`config.mk`:
```
export PLATFORM = sky130hd
export DESIGN_NAME = adsr_poly
export DESIGN_NICKNAME = d
export VERILOG_FILES = /design/src/rtl/adsr_poly.sv
export SDC_FILE = /design/constraint.sdc
export NUM_CORES = 1
export LEC_CHECK = 0
export CAP_MARGIN = 40
export CORE_UTILIZATION = 45
export CTS_CLUSTER_SIZE = 8
export DETAILED_ROUTE_END_ITERATION = 10
export PLACE_DENSITY = 0.72
export SYNTH_ARGS = -nofsm -noshare
export SYNTH_HDL_FRONTEND = slang
export SYNTH_SLANG_ARGS = --single-unit
```
`constraint.sdc`:
```
create_clock -name clk -period 15.35 [get_ports clk]
set_clock_uncertainty 0.2 [all_clocks]
set_input_delay 3.07 -clock clk [delete_from_list [all_inputs] [get_ports clk]]
set_output_delay 3.07 -clock clk [all_outputs]
set_load 0.01 [all_outputs]
```
`src/rtl/adsr_poly.sv`:
```
// rtl/adsr_poly.sv - polyphonic linear ADSR envelope generator, one voice serviced per clock
module adsr_poly #(
    parameter int VOICES = 4,
    parameter int ENV_W  = 7,
    parameter int TIME_W = 7,
    parameter int ACC_W  = 16
) (
    input  logic                    clk,
    input  logic                    rst,
    input  logic                    sample_rate,
    input  logic [VOICES-1:0]       gate_on,
    input  logic [VOICES-1:0]       gate_off,
    input  logic [TIME_W-1:0]       adsr_a,
    input  logic [TIME_W-1:0]       adsr_d,
    input  logic [ENV_W-1:0]        adsr_s,
    input  logic [TIME_W-1:0]       adsr_r,
    output logic [VOICES*ENV_W-1:0] env_out,
    output logic                    env_dv,
    output logic [VOICES-1:0]       voice_active,
    output logic                    busy,
    output logic                    overrun
);

    localparam int IDX_W = (VOICES > 1) ? $clog2(VOICES) : 1;
    localparam int AW1   = ACC_W + 1;
    localparam logic [IDX_W-1:0] LAST_IDX = IDX_W'(VOICES - 1);
    localparam logic [ACC_W:0]   MAX_X    = {1'b0, {ACC_W{1'b1}}};

    typedef enum logic [2:0] {
        S_IDLE    = 3'd0,
        S_ATTACK  = 3'd1,
        S_DECAY   = 3'd2,
        S_SUSTAIN = 3'd3,
        S_RELEASE = 3'd4
    } state_t;

    state_t              state_q [VOICES];
    logic [ACC_W-1:0]    lvl_q   [VOICES];
    logic [VOICES-1:0]   pend_on_q, pend_off_q;
    logic [VOICES-1:0]   pend_on_d, pend_off_d;
    logic [IDX_W-1:0]    idx_q;
    logic                busy_q, env_dv_q, overrun_q;

    state_t              cur_state, svc_state_d;
    logic [ACC_W-1:0]    cur_lvl, svc_lvl_d;
    logic [ACC_W:0]      s_full, sum_a, dif_d, dif_r;
    logic [VOICES-1:0]   svc_mask;

    // Slope per sample: 2^TIME_W - t, so t=0 is the steepest ramp.
    function automatic logic [ACC_W:0] inc(input logic [TIME_W-1:0] t);
        logic [TIME_W:0] s;
        s = {1'b1, {TIME_W{1'b0}}} - {1'b0, t};
        return AW1'(s);
    endfunction

    assign cur_state = state_q[idx_q];
    assign cur_lvl   = lvl_q[idx_q];
    assign s_full    = {1'b0, adsr_s, {(ACC_W-ENV_W){1'b0}}};
    assign sum_a     = {1'b0, cur_lvl} + inc(adsr_a);
    assign dif_d     = {1'b0, cur_lvl} - inc(adsr_d);
    assign dif_r     = {1'b0, cur_lvl} - inc(adsr_r);

    always_comb begin
        svc_state_d = cur_state;
        svc_lvl_d   = cur_lvl;
        if (pend_on_q[idx_q]) begin
            svc_state_d = S_ATTACK;
        end else if (pend_off_q[idx_q] && cur_state != S_IDLE) begin
            svc_state_d = S_RELEASE;
        end else begin
            case (cur_state)
                S_ATTACK: begin
                    if (sum_a >= MAX_X) begin
                        svc_lvl_d   = '1;
                        svc_state_d = S_DECAY;
                    end else begin
                        svc_lvl_d = sum_a[ACC_W-1:0];
                    end
                end
                S_DECAY: begin
                    // Borrow bit set means we crossed zero, which is certainly below sustain.
                    if (dif_d[ACC_W] || dif_d <= s_full) begin
                        svc_lvl_d   = s_full[ACC_W-1:0];
                        svc_state_d = S_SUSTAIN;
                    end else begin
                        svc_lvl_d = dif_d[ACC_W-1:0];
                    end
                end
                S_SUSTAIN: svc_lvl_d = s_full[ACC_W-1:0];
                S_RELEASE: begin
                    if (dif_r[ACC_W] || dif_r == '0) begin
                        svc_lvl_d   = '0;
                        svc_state_d = S_IDLE;
                    end else begin
                        svc_lvl_d = dif_r[ACC_W-1:0];
                    end
                end
                default: begin
                    svc_lvl_d   = '0;
                    svc_state_d = S_IDLE;
                end
            endcase
        end
    end

    // A gate landing on its own service cycle survives into the next sweep.
    always_comb begin
        svc_mask   = VOICES'(busy_q) << idx_q;
        pend_on_d  = (pend_on_q  & ~svc_mask) | gate_on;
        pend_off_d = (pend_off_q & ~svc_mask) | gate_off;
    end

    always_ff @(posedge clk) begin
        if (!rst) begin
            for (int v = 0; v < VOICES; v++) begin
                state_q[v] <= S_IDLE;
                lvl_q[v]   <= '0;
            end
            pend_on_q  <= '0;
            pend_off_q <= '0;
            idx_q      <= '0;
            busy_q     <= 1'b0;
            env_dv_q   <= 1'b0;
            overrun_q  <= 1'b0;
        end else begin
            env_dv_q   <= 1'b0;
            pend_on_q  <= pend_on_d;
            pend_off_q <= pend_off_d;
            if (busy_q) begin
                state_q[idx_q] <= svc_state_d;
                lvl_q[idx_q]   <= svc_lvl_d;
                if (sample_rate) begin
                    overrun_q <= 1'b1;
                end
                if (idx_q == LAST_IDX) begin
                    busy_q   <= 1'b0;
                    env_dv_q <= 1'b1;
                    idx_q    <= '0;
                end else begin
                    idx_q <= idx_q + IDX_W'(1);
                end
            end else if (sample_rate) begin
                busy_q <= 1'b1;
                idx_q  <= '0;
            end
        end
    end

    always_comb begin
        env_out      = '0;
        voice_active = '0;
        for (int v = 0; v < VOICES; v++) begin
            env_out[v*ENV_W +: ENV_W] = lvl_q[v][ACC_W-1 -: ENV_W];
            voice_active[v]           = (state_q[v] != S_IDLE);
        end
    end

    assign env_dv  = env_dv_q;
    assign busy    = busy_q;
    assign overrun = overrun_q;

endmodule

```
==> metrics.cfg, run 1 <==
[run_status]
status=finished, final reports clean

[synth]
ys_warn_count=0
synth.mux.area_fraction=0.0674
avgSynthCellArea_sq_um=9.61
ys_seq_area_frac=0.361
synth_nets=822
synth_ff_type=edfxtp_1
synthAdderAreaFrac=0.0695
synth_edf_count=76
synth.distinct_cells=86
synth_compound_area_frac=0.177
synth-xor-area-share=0.0550
yosys.area_share.simple=0.203
synth_cells=745
synth_top_family_by_area=simple AND/OR/NAND/NOR gates
synth-seq-cells=91
async_flop_share=0
synth_area_sq_um=7160

[worst_setup_path]
rrSetupSlack_ns=9.41
crit_end=lvl_q[2][14]$_SDFFCE_PN0P_
worstSetupEndpointType=flop
r2r-end=lvl_q[2][14]$_SDFFCE_PN0P_
worstSetupPathType=in2reg
crit_chain=clkdlybuf4s50_1 > nor3_1 > nand3_1 > or3_1 > ha_1 > or4_1 > o2bb2ai_2 > nand4b_1 > xor2_1 > inv_1 > ha_1 > nand4_1 > nor3_1 > o211ai_1 > nor4_1 > o31ai_1 > a221oi_2 > nor2_1
max_stage_delay_ns=0.60
ff2ff_path_depth=19
worstPathMaxFanout=8
slowest_stage=nor4_1
critPathRequiredTime_ns=15.22
worstPathArrival_ns=8.02
critPathLaunch=adsr_d[3]
crit_path_start_kind=input port

[sta]
hold_viol_final=0
max-slew-margin-rel=0.414
drv_slew=0
fin_crit_sh=0.531
holdWs_ns=0.277
fin_tns_setup_ns=0
worst_pin_slew_ns=0.875
setup_violations=0
post-route-min-period_ns=8.15
fmax_ghz=0.123
rsz0062_at_grt=false
setup_ws_ns=7.20

[place]
placed_area_sq_um=7890
place_congestion=0.942
place_inst=980
place_ws_ns=6.88
place_hpwl_mm=15.6
port-buffer-count=73

[global_routing]
grt_util_met2=0.440
antenna_found_initial=0
grt_max_degree=27
grt_pass1_wl_mm=32.6
met3_usage=0.0405
grt_pass1_vias=6100
track_usage=0.262
grt_busiest_layer=met2
grt_use_met1=0.345
grt_overflow=0

[flow_run]
max_cap_violations=0

[power_and_ir_drop]
pwr_density_cell_nw_per_um2=103
leakage_nw=2.95
vdd_ir_drop_max_mv=0.0679
power_mw=0.841

[floorplan]
initial_core_util=0.466
die_w_um=128
coreArea_sq_um=15400
dieArea_sq_um=16400
die_h_um=128
fp-row-count=45
num_io_pins=74

[final_layout]
antennaDiodeCount=0
mostFrequentLayoutCells=nor2_1, edfxtp_1, clkdlybuf4s50_1
drive_above_1_share=0.0968
final_cell_area_sq_um=8200
layout_commonest_cell=nor2_1
fin_util=0.533
fin_cells=996
nets=857
nFillCells=1399
synthToLayoutAreaGrowth_pct=14.5

[cts]
cts_tree=built
clock-root-buffer=clkbuf_16
cts-resized-gates=0
cts_max_path_buffers=2
htreeDepth=3
clk_pin_slew_ns=0.07
worstSkewPairLatency_ns=0.34
post_cts_buffers=0
cts.sinks=91
postCtsHoldBufs=0
cts_buffers=9

[detailed_routing]
drt-initial-drc-count=596
firstDrtPassIters=5
num_vias=6045
post_drt_via_cell_ratio=6.07
postRouteAntennaNets=0
drc=0
routed_wl_mm=20.6
wl_per_cell_um=20.7

[min_path]
hp-class=reg2reg

[critical path, delay by kind of cell]
kind	cells	cell delay, ns
adder cells (fa/ha/maj)	2	0.53
buffers and inverters	2	0.52
XOR/XNOR	1	0.24
AO/OA/AOI/OAI	4	1.13
AND/OR/NAND/NOR	9	2.49
[sequential cells by signal, indices dropped and copies added, names as in the netlist, named ones only]
signal	cells
busy	1
env_dv	1
overrun	1
idx_q	2
state_q	12
pend_off_q	4
pend_on_q	4
lvl_q	64
[cell usage after synthesis (3+ instances only)]
library cell,instances,area share
nor2_1,88,0.046
edfxtp_1,76,0.32
nand2_1,56,0.029
a21oi_1,52,0.036
ha_1,35,0.061
nor3_1,34,0.024
buf_4,31,0.032
inv_1,30,0.016
xnor2_1,30,0.037
o21ai_0,28,0.020
mux4_2,21,0.066
clkbuf_1,17,0.0089
dfxtp_1,15,0.042
nand2b_1,15,0.013
xor2_1,15,0.018
and2_1,13,0.011
nand3_1,12,0.0084
a211oi_1,11,0.012
a21o_1,9,0.0094
or3_1,9,0.0079
o211ai_1,8,0.0084
nand3b_1,7,0.0073
a22o_1,6,0.0073
and3_1,6,0.0052
nand4_1,6,0.0052
nor4_1,6,0.0052
buf_2,5,0.0035
o21a_1,5,0.0052
or2_2,5,0.0044
nor2b_1,4,0.0035
nor3b_1,4,0.0042
o2111ai_1,4,0.0049
o21ai_1,4,0.0028
o221ai_1,4,0.0049
a21boi_0,3,0.0031
a31oi_1,3,0.0026
buf_6,3,0.0047
fa_1,3,0.0084
o31ai_1,3,0.0031
o32ai_1,3,0.0037
[cell type report]
type                    count  area [sq um]  area share
inverters                  31           116      0.0142
repair buffers             82           822       0.100
well taps                 211           264      0.0322
flip-flops and latches     91          2580       0.315
clock inverters             4          47.5     0.00580
clock buffers              12           267      0.0325
multi-input cells         565          4100       0.500
[metal layers]
layer	routed length, um	share of wire	vias up
met1	8610	0.42	2916
met4	462	0.022	0
met3	1580	0.077	35
met5	0	0	-
met2	9970	0.48	265
li1	-	-	2829
[cell families (layout without fill, tap and decap cells)]
family                     Yosys count  count (layout)
AOI/OAI and AO/OA                  176             176
xor gates and xnor gates            45              45
adders and majority gates           38              38
buffers and inverters               89             129
DFF                                 91              91
muxes                               22              22
and+or+nand+nor                    284             284
[worst min path at each step]
stage | from | end | slack (ns) | cells past startpoint
detailed placement | pend_on_q[0]$_SDFF_PN0_ | pend_on_q[0]$_SDFF_PN0_ | 0.26 | 1
floorplan | pend_off_q[3]$_SDFF_PN0_ | pend_off_q[3]$_SDFF_PN0_ | 0.24 | 1
finish | overrun$_SDFFE_PN0P_ | overrun$_SDFFE_PN0P_ | 0.28 | 2
global placement | pend_on_q[3]$_SDFF_PN0_ | pend_on_q[3]$_SDFF_PN0_ | 0.25 | 1
CTS | pend_off_q[1]$_SDFF_PN0_ | pend_off_q[1]$_SDFF_PN0_ | 0.27 | 1
global route | pend_off_q[1]$_SDFF_PN0_ | pend_off_q[1]$_SDFF_PN0_ | 0.28 | 1
[power by group]
group	internal, mW	leakage (nW)	switching [mW]
Sequential	0.284	0.917	0.00821
Combinational	0.120	1.87	0.198
Clock	0.139	0.156	0.0916
Total	0.544	2.95	0.297
(Power assumes the default switching activity.)
==> run 2: changes to the inputs <==
clock period = 7.7 ns   (was 15.35 ns; I/O delays follow)
==> metrics.cfg, run 2 (synthesis gave the netlist of run 1 again) <==
[final_layout]
synthToLayoutAreaGrowth_pct=14.8  ; was 14.5%
nFillCells=1388  ; was 1399
layout_commonest_cell=nor2_1  ; unchanged
antennaDiodeCount=0  ; unchanged
reg.largest.list=lvl_q x64, state_q x12  ; unchanged
largest_register_ffs=64  ; unchanged
mostFrequentLayoutCells=nor2_1, edfxtp_1, clkdlybuf4s50_1  ; unchanged
fin_util=0.535  ; was 0.533
top_register=lvl_q  ; unchanged
nets=858  ; was 857
final_cell_area_sq_um=8230  ; was 8200 sq um
drive_above_1_share=0.0980  ; was 0.0968

[cts]
cts.sinks=91  ; unchanged
postCtsHoldBufs=0  ; unchanged
clk_pin_slew_ns=0.06  ; was 0.07 ns
cts_buffers=9  ; unchanged
cts_max_path_buffers=2  ; unchanged
post_cts_buffers=0  ; unchanged
htreeDepth=3  ; unchanged
cts-resized-gates=0  ; unchanged
worstSkewPairLatency_ns=0.35  ; was 0.34 ns
cts_tree=built  ; unchanged
clock-root-buffer=clkbuf_16  ; unchanged

[global_routing]
antenna_found_initial=0  ; unchanged
grt_max_degree=27  ; unchanged
grt_pass1_wl_mm=32.4  ; was 32.6 mm
grt_pass1_vias=5996  ; was 6100
grt_overflow=0  ; unchanged
track_usage=0.261  ; was 0.262

[sta]
holdWs_ns=0.277  ; about the same
drv_slew=0  ; unchanged
fin_crit_sh=0.856
setup_violations=0  ; unchanged
post-route-min-period_ns=6.59
max-slew-margin-rel=0.411  ; was 0.414
fin_tns_setup_ns=0  ; unchanged
rsz0062_at_grt=false  ; unchanged
worst_pin_slew_ns=0.879  ; was 0.875 ns
hold_viol_final=0  ; unchanged
fmax_ghz=0.152

[detailed_routing]
postRouteAntennaNets=0  ; unchanged
firstDrtPassIters=6  ; was 5
drt-initial-drc-count=646  ; was 596
drc=0  ; unchanged
routed_wl_mm=20.4  ; was 20.6 mm
num_vias=6070  ; was 6045
wl_per_cell_um=20.5  ; was 20.7 um
post_drt_via_cell_ratio=6.09  ; was 6.07

[power_and_ir_drop]
leakage_nw=2.96  ; was 2.95 nW
vdd_ir_drop_max_mv=0.133  ; was 0.0679 mV
pwr_density_cell_nw_per_um2=204  ; was 103 nW/um^2
power_mw=1.68  ; was 0.841 mW

[place]
place_hpwl_mm=15.4  ; was 15.6 mm
port-buffer-count=73  ; unchanged
placed_area_sq_um=7910  ; was 7890 sq um
place_congestion=0.942  ; unchanged

[worst_setup_path]
worstPathArrival_ns=6.47  ; was 8.02 ns
crit_chain=clkdlybuf4s50_1 > nor3_1 > nand3_1 > or3_1 > ha_1 > or4_1 > o2bb2ai_2 > nand4b_1 > xor2_1 > inv_1 > ha_1 > nand4_1 > nor3_1 > o211ai_1 > or4_1 > and4_4 > a311oi_4 > a21oi_1  ; was clkdlybuf4s50_1 > nor3_1 > nand3_1 > or3_1 > ha_1 > or4_1 > o2bb2ai_2 > nand4b_1 > xor2_1 > inv_1 > ha_1 > nand4_1 > nor3_1 > o211ai_1 > nor4_1 > o31ai_1 > a221oi_2 > nor2_1
worstPathMaxFanout=11  ; was 8
worstSetupPathType=in2reg  ; unchanged
critPathRequiredTime_ns=7.58  ; was 15.22 ns
worstSetupEndpointType=flop  ; unchanged
slowest_stage=or4_1  ; was nor4_1
path_buf_inv=2  ; unchanged
max_stage_delay_ns=0.70  ; was 0.60 ns
crit_path_start_kind=input port  ; unchanged
crit_family=simple AND/OR/NAND/NOR gates  ; unchanged

[floorplan]
initial_core_util=0.466  ; unchanged
die_h_um=128  ; unchanged
num_io_pins=74  ; unchanged
fp-row-count=45  ; unchanged
coreArea_sq_um=15400  ; unchanged
die_w_um=128  ; unchanged
dieArea_sq_um=16400  ; unchanged

[min_path]
hp-class=reg2reg  ; unchanged

[run_status]
status=finished, final reports clean  ; unchanged

[flow_run]
max_cap_violations=0  ; unchanged

[run 2: where the power goes]
group	switching (mW)	total [mW]	internal [mW]
clock	0.182	0.458	0.276
combinational	0.393	0.634	0.241
sequential	0.0180	0.585	0.567
[run 2: worst paths after layout]
path | from | to | slack, ns | cells after the start
hold reg to reg | pend_off_q[1]$_SDFF_PN0_ | pend_off_q[1]$_SDFF_PN0_ | 0.28 | 1
setup reg to reg | flop | lvl_q[0][10]$_SDFFCE_PN0P_ | 1.69 | 17
setup / recovery | adsr_d[3] | lvl_q[0][10]$_SDFFCE_PN0P_ | 1.11 | 18
hold / removal | pend_off_q[1]$_SDFF_PN0_ | pend_off_q[1]$_SDFF_PN0_ | 0.28 | 1
[run 2: cell type report]
| class | instances | area, sq um | share of cell area |
|---|---|---|---|
| multi-input combinational | 565 | 4100 | 0.499 |
| sequential | 91 | 2580 | 0.314 |
| timing repair buffer | 83 | 842 | 0.102 |
| clock buffer | 14 | 307 | 0.0373 |
| tap | 211 | 264 | 0.0321 |
| inverter | 31 | 116 | 0.0141 |
| clock inverter | 2 | 13.8 | 0.00167 |
[run 2: through the flow]
stage,setup slack (ns),cells
after global routing,0.692,997
after global placement,0.880,975
final,1.11,997
after detailed placement,0.805,981
after floorplan,1.70,745
after CTS,1.16,997
[run 2: per-layer routing]
metal	part of all wire	global-route usage	up-vias
met2	0.47	0.431	299
met3	0.080	0.0430	44
met4	0.030	0.103	0
met1	0.42	0.344	2900
met5	0	0	-
li1	-	-	2827
[run 2: worst register-to-register path, cell delays in order, from the launching register on]
cell and delay (ns):
dfxtp_1 0.61, buf_4 0.30, buf_4 0.23, mux4_2 0.65, ha_1 0.30, or4_1 0.55
o2bb2ai_2 0.31, nand4b_1 0.17, xor2_1 0.25, inv_1 0.07, ha_1 0.29, nand4_1 0.10
nor3_1 0.19, o211ai_1 0.12, or4_1 0.70, and4_4 0.27, a311oi_4 0.32, a21oi_1 0.12
==> run 3: changes to the inputs <==
CTS_BUF_LIST = sky130_fd_sc_hd__clkbuf_4   (was default)
clock period = 8 ns   (was 7.7 ns; I/O delays follow)
==> metrics.cfg, run 3 (synthesis gave the netlist of run 1 again) <==
[cts]
cts_max_path_buffers=2  ; unchanged
clock-root-buffer=clkbuf_4  ; was clkbuf_16
htreeDepth=3  ; unchanged
cts_buffers=9  ; unchanged
cts-resized-gates=0  ; unchanged
clk_pin_slew_ns=0.13  ; was 0.06 ns
worstSkewPairLatency_ns=0.45  ; was 0.35 ns
postCtsHoldBufs=0  ; unchanged
cts.sinks=91  ; unchanged
post_cts_buffers=0  ; unchanged
cts_tree=built  ; unchanged

[global_routing]
grt_overflow=0  ; unchanged
grt_pass1_vias=5913  ; was 5996
track_usage=0.255  ; was 0.261
grt_pass1_wl_mm=31.9  ; was 32.4 mm
antenna_found_initial=0  ; unchanged
grt_max_degree=27  ; unchanged

[sta]
setup_ws_ns=1.38  ; was 1.11 ns
holdWs_ns=0.293  ; was 0.277 ns
worst_pin_slew_ns=0.856  ; was 0.879 ns
max-slew-margin-rel=0.427  ; was 0.411
setup_violations=0  ; unchanged
fmax_ghz=0.151
drv_slew=0  ; unchanged
fin_crit_sh=0.827
rsz0062_at_grt=false  ; unchanged
hold_viol_final=0  ; unchanged
fin_tns_setup_ns=0  ; unchanged
post-route-min-period_ns=6.62

[detailed_routing]
wl_met2_mm=9.57  ; was 9.58 mm
met3_length_mm=1.30  ; was 1.64 mm
num_vias=6020  ; was 6070
wl_per_cell_um=20.1  ; was 20.5 um
postRouteAntennaNets=0  ; unchanged
post_drt_via_cell_ratio=6.04  ; was 6.09
routed_wl_mm=20.0  ; was 20.4 mm
drt-initial-drc-count=529  ; was 646
drc=0  ; unchanged
wl_met1_mm=8.78  ; was 8.59 mm
highest_layer=met4  ; unchanged
firstDrtPassIters=8  ; was 6

[min_path]
hp-class=reg2reg  ; unchanged

[worst_setup_path]
worstPathArrival_ns=6.61  ; was 6.47 ns
worstPathMaxFanout=11  ; unchanged
crit_path_start_kind=input port  ; unchanged
worstSetupEndpointType=flop  ; unchanged
worstSetupPathType=in2reg  ; unchanged
critPathRequiredTime_ns=7.99  ; was 7.58 ns

[place]
place_congestion=0.944  ; was 0.942
place_hpwl_mm=15.3  ; was 15.4 mm
port-buffer-count=73  ; unchanged
place_ws_ns=0.991  ; was 0.805 ns
place_inst=981  ; unchanged

[final_layout]
mostFrequentLayoutCells=nor2_1, edfxtp_1, clkdlybuf4s50_1  ; unchanged
reg.largest.list=lvl_q x64, state_q x12  ; unchanged
synthToLayoutAreaGrowth_pct=12.3  ; was 14.8%
antennaDiodeCount=0  ; unchanged
fin_cells=997  ; unchanged
layout_commonest_cell=nor2_1  ; unchanged
largest_register_ffs=64  ; unchanged
drive_above_1_share=0.0967  ; was 0.0980
top_register=lvl_q  ; unchanged
nets=858  ; unchanged

[power_and_ir_drop]
combPwrFrac=0.429  ; was 0.378
p_sw_mw=0.544  ; was 0.593 mW
pwr-share-clk=0.175  ; was 0.273
vdd_ir_drop_max_mv=0.0983  ; was 0.133 mV
switching_share=0.384  ; was 0.354
seqPwrFrac=0.396  ; was 0.349
leakage_nw=2.88  ; was 2.96 nW
pwr_density_cell_nw_per_um2=176  ; was 204 nW/um^2
p_int_mw=0.874  ; was 1.08 mW

[floorplan]
initial_core_util=0.466  ; unchanged
num_io_pins=74  ; unchanged
die_w_um=128  ; unchanged
coreArea_sq_um=15400  ; unchanged
fp-row-count=45  ; unchanged
die_h_um=128  ; unchanged
dieArea_sq_um=16400  ; unchanged

[flow_run]
max_cap_violations=0  ; unchanged

[run_status]
status=finished, final reports clean  ; unchanged

## run 3: cell types whose count changed in the layout (fill, tap and decap cells not counted), moves of 2 or more
cell / before / now
clkbuf_4: 0 / 10
clkbuf_8: 2 / 0
clkbuf_16: 11 / 0
clkinv_1: 0 / 2
## run 3: per-stage QoR
stage / power, mW / utilization / instance area, sq um
floorplan: 0.999 / - / 7160
global placement: 1.16 / 0.509 / 7820
detailed placement: 1.17 / 0.515 / 7920
CTS: 1.41 / 0.524 / 8050
global route: 1.50 / 0.524 / 8050
finish: 1.42 / 0.524 / 8050
## run 3: cell type report
cell class,count,area (sq um)
clock buffer,10,75.1
multi-input combinational,565,4100
fill,1383,7320
tap,211,264
clock inverter,6,56.3
inverter,31,116
sequential,91,2580
timing repair buffer,83,852
## run 3: final timing paths
kind                           endpoint  slack [ns]  depth (start not counted)            startpoint
min                overrun$_SDFFE_PN0P_        0.29                          2  overrun$_SDFFE_PN0P_
min reg2reg        overrun$_SDFFE_PN0P_        0.29                          2  overrun$_SDFFE_PN0P_
max          lvl_q[0][10]$_SDFFCE_PN0P_        1.38                         18             adsr_d[3]
max reg2reg  lvl_q[0][10]$_SDFFCE_PN0P_        2.02                         17                  flop
## run 3: layer usage
metal | vias to the layer above | track usage
met5 | - | 0
met4 | 0 | 0.0782
met3 | 25 | 0.0413
met2 | 257 | 0.418
met1 | 2899 | 0.347
li1 | 2839 | -
## run 3: critical path: stages
cell             delay, ns
clkdlybuf4s50_1       0.45
nor3_1                0.26
nand3_1               0.14
or3_1                 0.38
ha_1                  0.26
or4_1                 0.55
o2bb2ai_2             0.33
nand4b_1              0.17
xor2_1                0.25
inv_1                 0.07
ha_1                  0.29
nand4_1               0.10
nor3_1                0.24
o211ai_1              0.14
or4_1                 0.69
and4_4                0.27
a311oi_4              0.32
a21oi_1               0.12
## run 3: power by group through the flow
stage	Combinational, mW	Clock (mW)	Sequential (mW)
floorplan	0.436	0	0.563
global placement	0.586	0	0.574
detailed placement	0.594	0	0.572
CTS	0.599	0.250	0.561
global route	0.663	0.268	0.565
finish	0.608	0.249	0.561
==> patch 1 (config.mk and constraints of run 2) <==
Put a register stage on the output `voice_active`, with the module's reset. The value now appears one clock later. The other outputs are not delayed to match.
--- a/src/rtl/adsr_poly.sv
+++ b/src/rtl/adsr_poly.sv
@@ -33,6 +33,8 @@
         S_SUSTAIN = 3'd3,
         S_RELEASE = 3'd4
     } state_t;
+
+    logic [VOICES-1:0] voice_active_d;
 
     state_t              state_q [VOICES];
     logic [ACC_W-1:0]    lvl_q   [VOICES];
@@ -148,10 +150,10 @@
 
     always_comb begin
         env_out      = '0;
-        voice_active = '0;
+        voice_active_d = '0;
         for (int v = 0; v < VOICES; v++) begin
             env_out[v*ENV_W +: ENV_W] = lvl_q[v][ACC_W-1 -: ENV_W];
-            voice_active[v]           = (state_q[v] != S_IDLE);
+            voice_active_d[v]           = (state_q[v] != S_IDLE);
         end
     end
 
@@ -159,5 +161,13 @@
     assign busy    = busy_q;
     assign overrun = overrun_q;
 
+    always_ff @(posedge clk) begin
+        if (!rst) begin
+            voice_active <= '0;
+        end else begin
+            voice_active <= voice_active_d;
+        end
+    end
+
 endmodule
 
Check against the original RTL: not equivalent (a bounded check fails within 4 cycles, from zero or initial values and one cycle with rst low).
==> patch 1 against run 2 <==
Worst setup slack lost 550 ps; clock power shrank 4.6%; power shrank 0.89%; sequential cell count grew 4; non-clock buffer count shrank 1; design area shrank 1.4%; combinational power shrank 3%; wire length shrank 3.5%; die area shrank 1.1%; first-iteration DRC count shrank 15%; cell count shrank 1.8%; area after synthesis shrank 1.2%; utilization shrank 0.35 points; highest routed layer unchanged.
==> patch 1: results (changes against run 2) <==
status = finished, final reports clean
vias in the first global route = 5821 (-2.9%)
Async S/R FF share, synth = 0% (unchanged)
post-cts sizing count = 0 (unchanged)
reg2reg path depth = 16 (-1)
DP HPWL = 14900 um (-3.5%)
DR pass1 iterations = 7 (+1)
hold slack = 274 ps (-2.62 ps)
Main synth FF type = edfxtp_1
DR WL/cell = 20.1 um (-1.7%)
layout cells sized above 1 = 8.98% (-0.81 points)
VDD IR max = 0.140 mV (+5.4%)
post-synthesis sequential area ratio = 37.6% (+1.6 points)
slew at the pin with the worst max-slew slack = 926 ps (+47.0 ps)
clock slew at reported path FFs = 60 ps (about the same)
GP Congestion = 0.958 (+1.7%)
HP Class = reg2reg
vias per cell = 6.05 (-0.69%)
largest net degree at the start of global routing = 21 (-22%)
Worst Setup EP = lvl_q[0][11]
Area contributors post-synth = edfxtp_1 (32%), mux4_2 (6.7%), nor2_1 (6.6%), ha_1 (6.2%), dfxtp_1 (5.4%)
register-to-register setup slack = 1190 ps (-500 ps)
fin cells = 979 (-1.8%)
CTS Buf Count = 9 (unchanged)
wire length of the first global-routing pass = 31000 um (-4.4%)
Cells after Synth = 728 (-2.3%)
Tot GR Track Use = 24.9% (-1.2 points)
Syn Nets = 805 (-2.1%)
antenna cells = 0 (unchanged)
Top Registers = lvl_q x64, state_q x12
Iteration-0 DRC Markers = 548 (-15%)
Worst-Skew Late Latency = 340 ps
# nets final = 840 (-2.1%)
PortBufs = 73 (unchanged)
dpl cell area = 7820 um^2 (-1.1%)
warnings from Yosys = 0 (unchanged)
Inst Count DP = 963 (-1.8%)
Post-synth top cells = nor2_1 (124), edfxtp_1 (76), nand2_1 (42), inv_1 (36), ha_1 (35)
Static Leak = 3.01 nW (+1.7%)
Worst EP arrival = 7000 ps (+530 ps)
CP Max Fanout = 9 (-2)
synth unique cells = 82 (-4.7%)
Worst setup startpoint = adsr_d[2]
[patch 1: how the worst min path moves through the flow]
| stage | startpoint | end | depth (start not counted) |
|---|---|---|---|
| floorplan | pend_off_q[3] | pend_off_q[3] | 1 |
| global placement | pend_off_q[0] | pend_off_q[0] | 1 |
| detailed placement | pend_on_q[3] | pend_on_q[3] | 1 |
| CTS | pend_off_q[0] | pend_off_q[0] | 1 |
| global route | pend_on_q[0] | pend_on_q[0] | 1 |
| finish | pend_on_q[3] | pend_on_q[3] | 1 |
[patch 1: cell type report]
class / instances / area (um^2)
multi-input combinational: 538 / 3920
tap: 211 / 264
timing repair buffer: 82 / 833
fill: 1353 / 7150
inverter: 37 / 139
sequential: 95 / 2660
clock inverter: 4 / 56.3
clock buffer: 12 / 236
[patch 1: critical path, stage by stage]
cell and delay, ps:
clkdlybuf4s50_1 460, nor2_1 150, nand3_1 110, nor2_1 150, xor2_1 170, ha_1 320, a21o_1 210, or3_1 300
o22ai_1 520, nand3_1 180, xnor2_1 180, ha_1 310, nand3_1 100, or4_1 560, a2111oi_2 540, a31oi_4 240
mux2i_1 360, a31oi_1 160, o21ai_1 330, nor2_1 100
[patch 1: report_power, final]
| group | total (mW) | switching [mW] | internal (mW) |
|---|---|---|---|
| combinational | 0.618 | 0.377 | 0.241 |
| clock | 0.437 | 0.183 | 0.254 |
| sequential | 0.607 | 0.0187 | 0.588 |
[patch 1: through the flow]
stage | utilization [%] | total power [mW] | setup WS, ps
2_1_floorplan | - | 1.05 | 1520
3_5_place_dp | 51.3 | 1.22 | 361
4_1_cts | 53.2 | 1.66 | 718
5_1_grt | 53.2 | 1.74 | 174
6_report | 53.2 | 1.66 | 561
3_3_place_gp | 50.7 | 1.20 | 548
[patch 1: routing by layer]
| layer | up-vias | part of all wire (%) | GRT usage, % |
|---|---|---|---|
| met5 | - | 0 | 0 |
| met4 | 0 | 1.9 | 9.17 |
| met3 | 28 | 7.8 | 3.35 |
| met2 | 281 | 49 | 42.0 |
| met1 | 2872 | 41 | 32.7 |
| li1 | 2738 | - | - |
[patch 1: cells by family (layout without fill, tap and decap cells)]
family | after synthesis | count (layout) | synth area share [%]
mux | 28 | 28 | 7.67
flops | 95 | 95 | 37.6
fa+ha+maj | 38 | 38 | 7.03
xor+xnor | 39 | 39 | 4.82
compound gates | 150 | 150 | 16.6
buf+inv | 95 | 135 | 7.02
simple gates | 283 | 283 | 19.2
==> patch 2 (config.mk and constraints of run 2) <==
Without the edit above. Set the parameter `ACC_W` to 24 (it was 16).
--- a/src/rtl/adsr_poly.sv
+++ b/src/rtl/adsr_poly.sv
@@ -3,7 +3,7 @@
     parameter int VOICES = 4,
     parameter int ENV_W  = 7,
     parameter int TIME_W = 7,
-    parameter int ACC_W  = 16
+    parameter int ACC_W  = 24
 ) (
     input  logic                    clk,
     input  logic                    rst,
Function: same outputs for any inputs over 10 cycles, from zero or initial values and one cycle with rst low; that may be too few to reach the edited logic, so the function may still have changed.
==> patch 2 against run 2 <==
Design area is 38% higher; area after synthesis grew 37%; power rose by 44%; worst setup slack got worse by 500 ps; die area rose by 37%; non-clock buffer count is 31 higher; highest routed layer is now met5; clock power rose by 71%; wire length is 51% higher; sequential cell count up 32.
==> patch 2: results (changes against run 2) <==
highest metal used = met5
Worst-Skew Late Latency = 420 ps (+70 ps)
XOR/XNOR Fraction of Synth Area = 4.01% (-1.5 points)
Cells after Synth = 1001 (+34%)
VDD IR max = 0.164 mV (+24%)
slew at the pin with the worst max-slew slack = 909 ps (+30.1 ps)
met2 WL = 13900 um (+45%)
Top Registers = lvl_q x96, state_q x12
non-clock inverter count = 37 (+19%)
CTS H-Tree Depth = 4 (+1)
storage element area = 3540 um^2 (+37%)
CP Max Fanout = 17 (+6)
met2 Use GR = 43.5% (+0.40 points)
status = finished, final reports clean
adder-cell share of the synthesized area = 5.06% (-1.9 points)
Tot GR Track Use = 27.9% (+1.8 points)
DR pass1 iterations = 7 (+1)
Synth Area in Compound Gates = 18.8% (+1.1 points)
mux share of post-synthesis cell area = 7.62% (+0.88 points)
FILL cells = 1848 (+33%)
via count = 8705 (+43%)
Iteration-0 DRC Markers = 969 (+50%)
vias in the first global route = 8344 (+39%)
#MultiIn Comb = 752 (+33%)
met3 Use GR = 7.99% (+3.7 points)
largest net degree at the start of global routing = 28 (+3.7%)
# nets final = 1122 (+31%)
worst slack at placement = 289 ps (-516 ps)
pwr/cell area = 213 nW/um^2 (+4.5%)
layout cells sized above 1 = 14.3% (+4.5 points)
GR Util met1 = 36.4% (+2.0 points)
Mean Syn Cell Area = 9.82 um^2 (+2.2%)
multi-input logic area = 5660 um^2 (+38%)
Area contributors post-synth = edfxtp_1 (33%), mux4_2 (6.2%), ha_1 (4.5%), nor3_1 (3.6%), a21oi_1 (3.3%)
slowest stage cell, crit path = a21boi_0
signal buffers share of area = 9.70% (-0.53 points)
clk sinks = 123 (+35%)
antenna violations before repair = 1 (+1)
clock slew at reported path FFs = 60 ps (about the same)
CTS Buf Count = 17 (+8)
Non-clock buffers = 114 (+37%)
Static Leak = 4.04 nW (+36%)
DP HPWL = 23000 um (+49%)
critical path's largest stage delay = 550 ps (-150 ps)
post-synthesis sequential area ratio = 36.0% (about the same)
number of flops mapped to enable cells by yosys = 108 (+42%)
met3 routed WL = 3480 um (+110%)
Post-synth top cells = edfxtp_1 (108), nor2_1 (85), nor3_1 (71), a21oi_1 (65), nand2_1 (60)
fin cells = 1332 (+34%)
clock network area share = 5.09% (+1.2 points)
wire length of the first global-routing pass = 46800 um (+44%)
# Post-CTS Setup Buffers = 0 (unchanged)
share of Yosys cell area claimed by the top area cell type = 33.0% (+1.1 points)
DR WL/cell = 23.2 um (+13%)
synth unique cells = 95 (+10%)
[patch 2: cell count changes after synthesis, moves of 11 or more]
cell             run 2  this run
nor2b_1              4        15
nor3b_1              4        16
a21oi_1             52        65
nor3_1              34        71
nand3_1             12        25
edfxtp_1            76       108
clkbuf_1            17        45
[patch 2: where the power goes]
group,switching (mW),total (mW),internal (mW)
clock,0.284,0.785,0.501
sequential,0.0213,0.789,0.768
combinational,0.539,0.847,0.308
total,0.845,2.42,1.58
[patch 2: path summary, 6_finish.rpt]
| path | from | to | slack [ps] | depth (start not counted) |
|---|---|---|---|---|
| hold / removal | pend_off_q[1] | pend_off_q[1] | 260 | 1 |
| setup / recovery | adsr_d[0] | lvl_q[0][23] | 610 | 24 |
| hold reg to reg | pend_off_q[1] | pend_off_q[1] | 260 | 1 |
| setup reg to reg | flop | lvl_q[0][23] | 1270 | 20 |
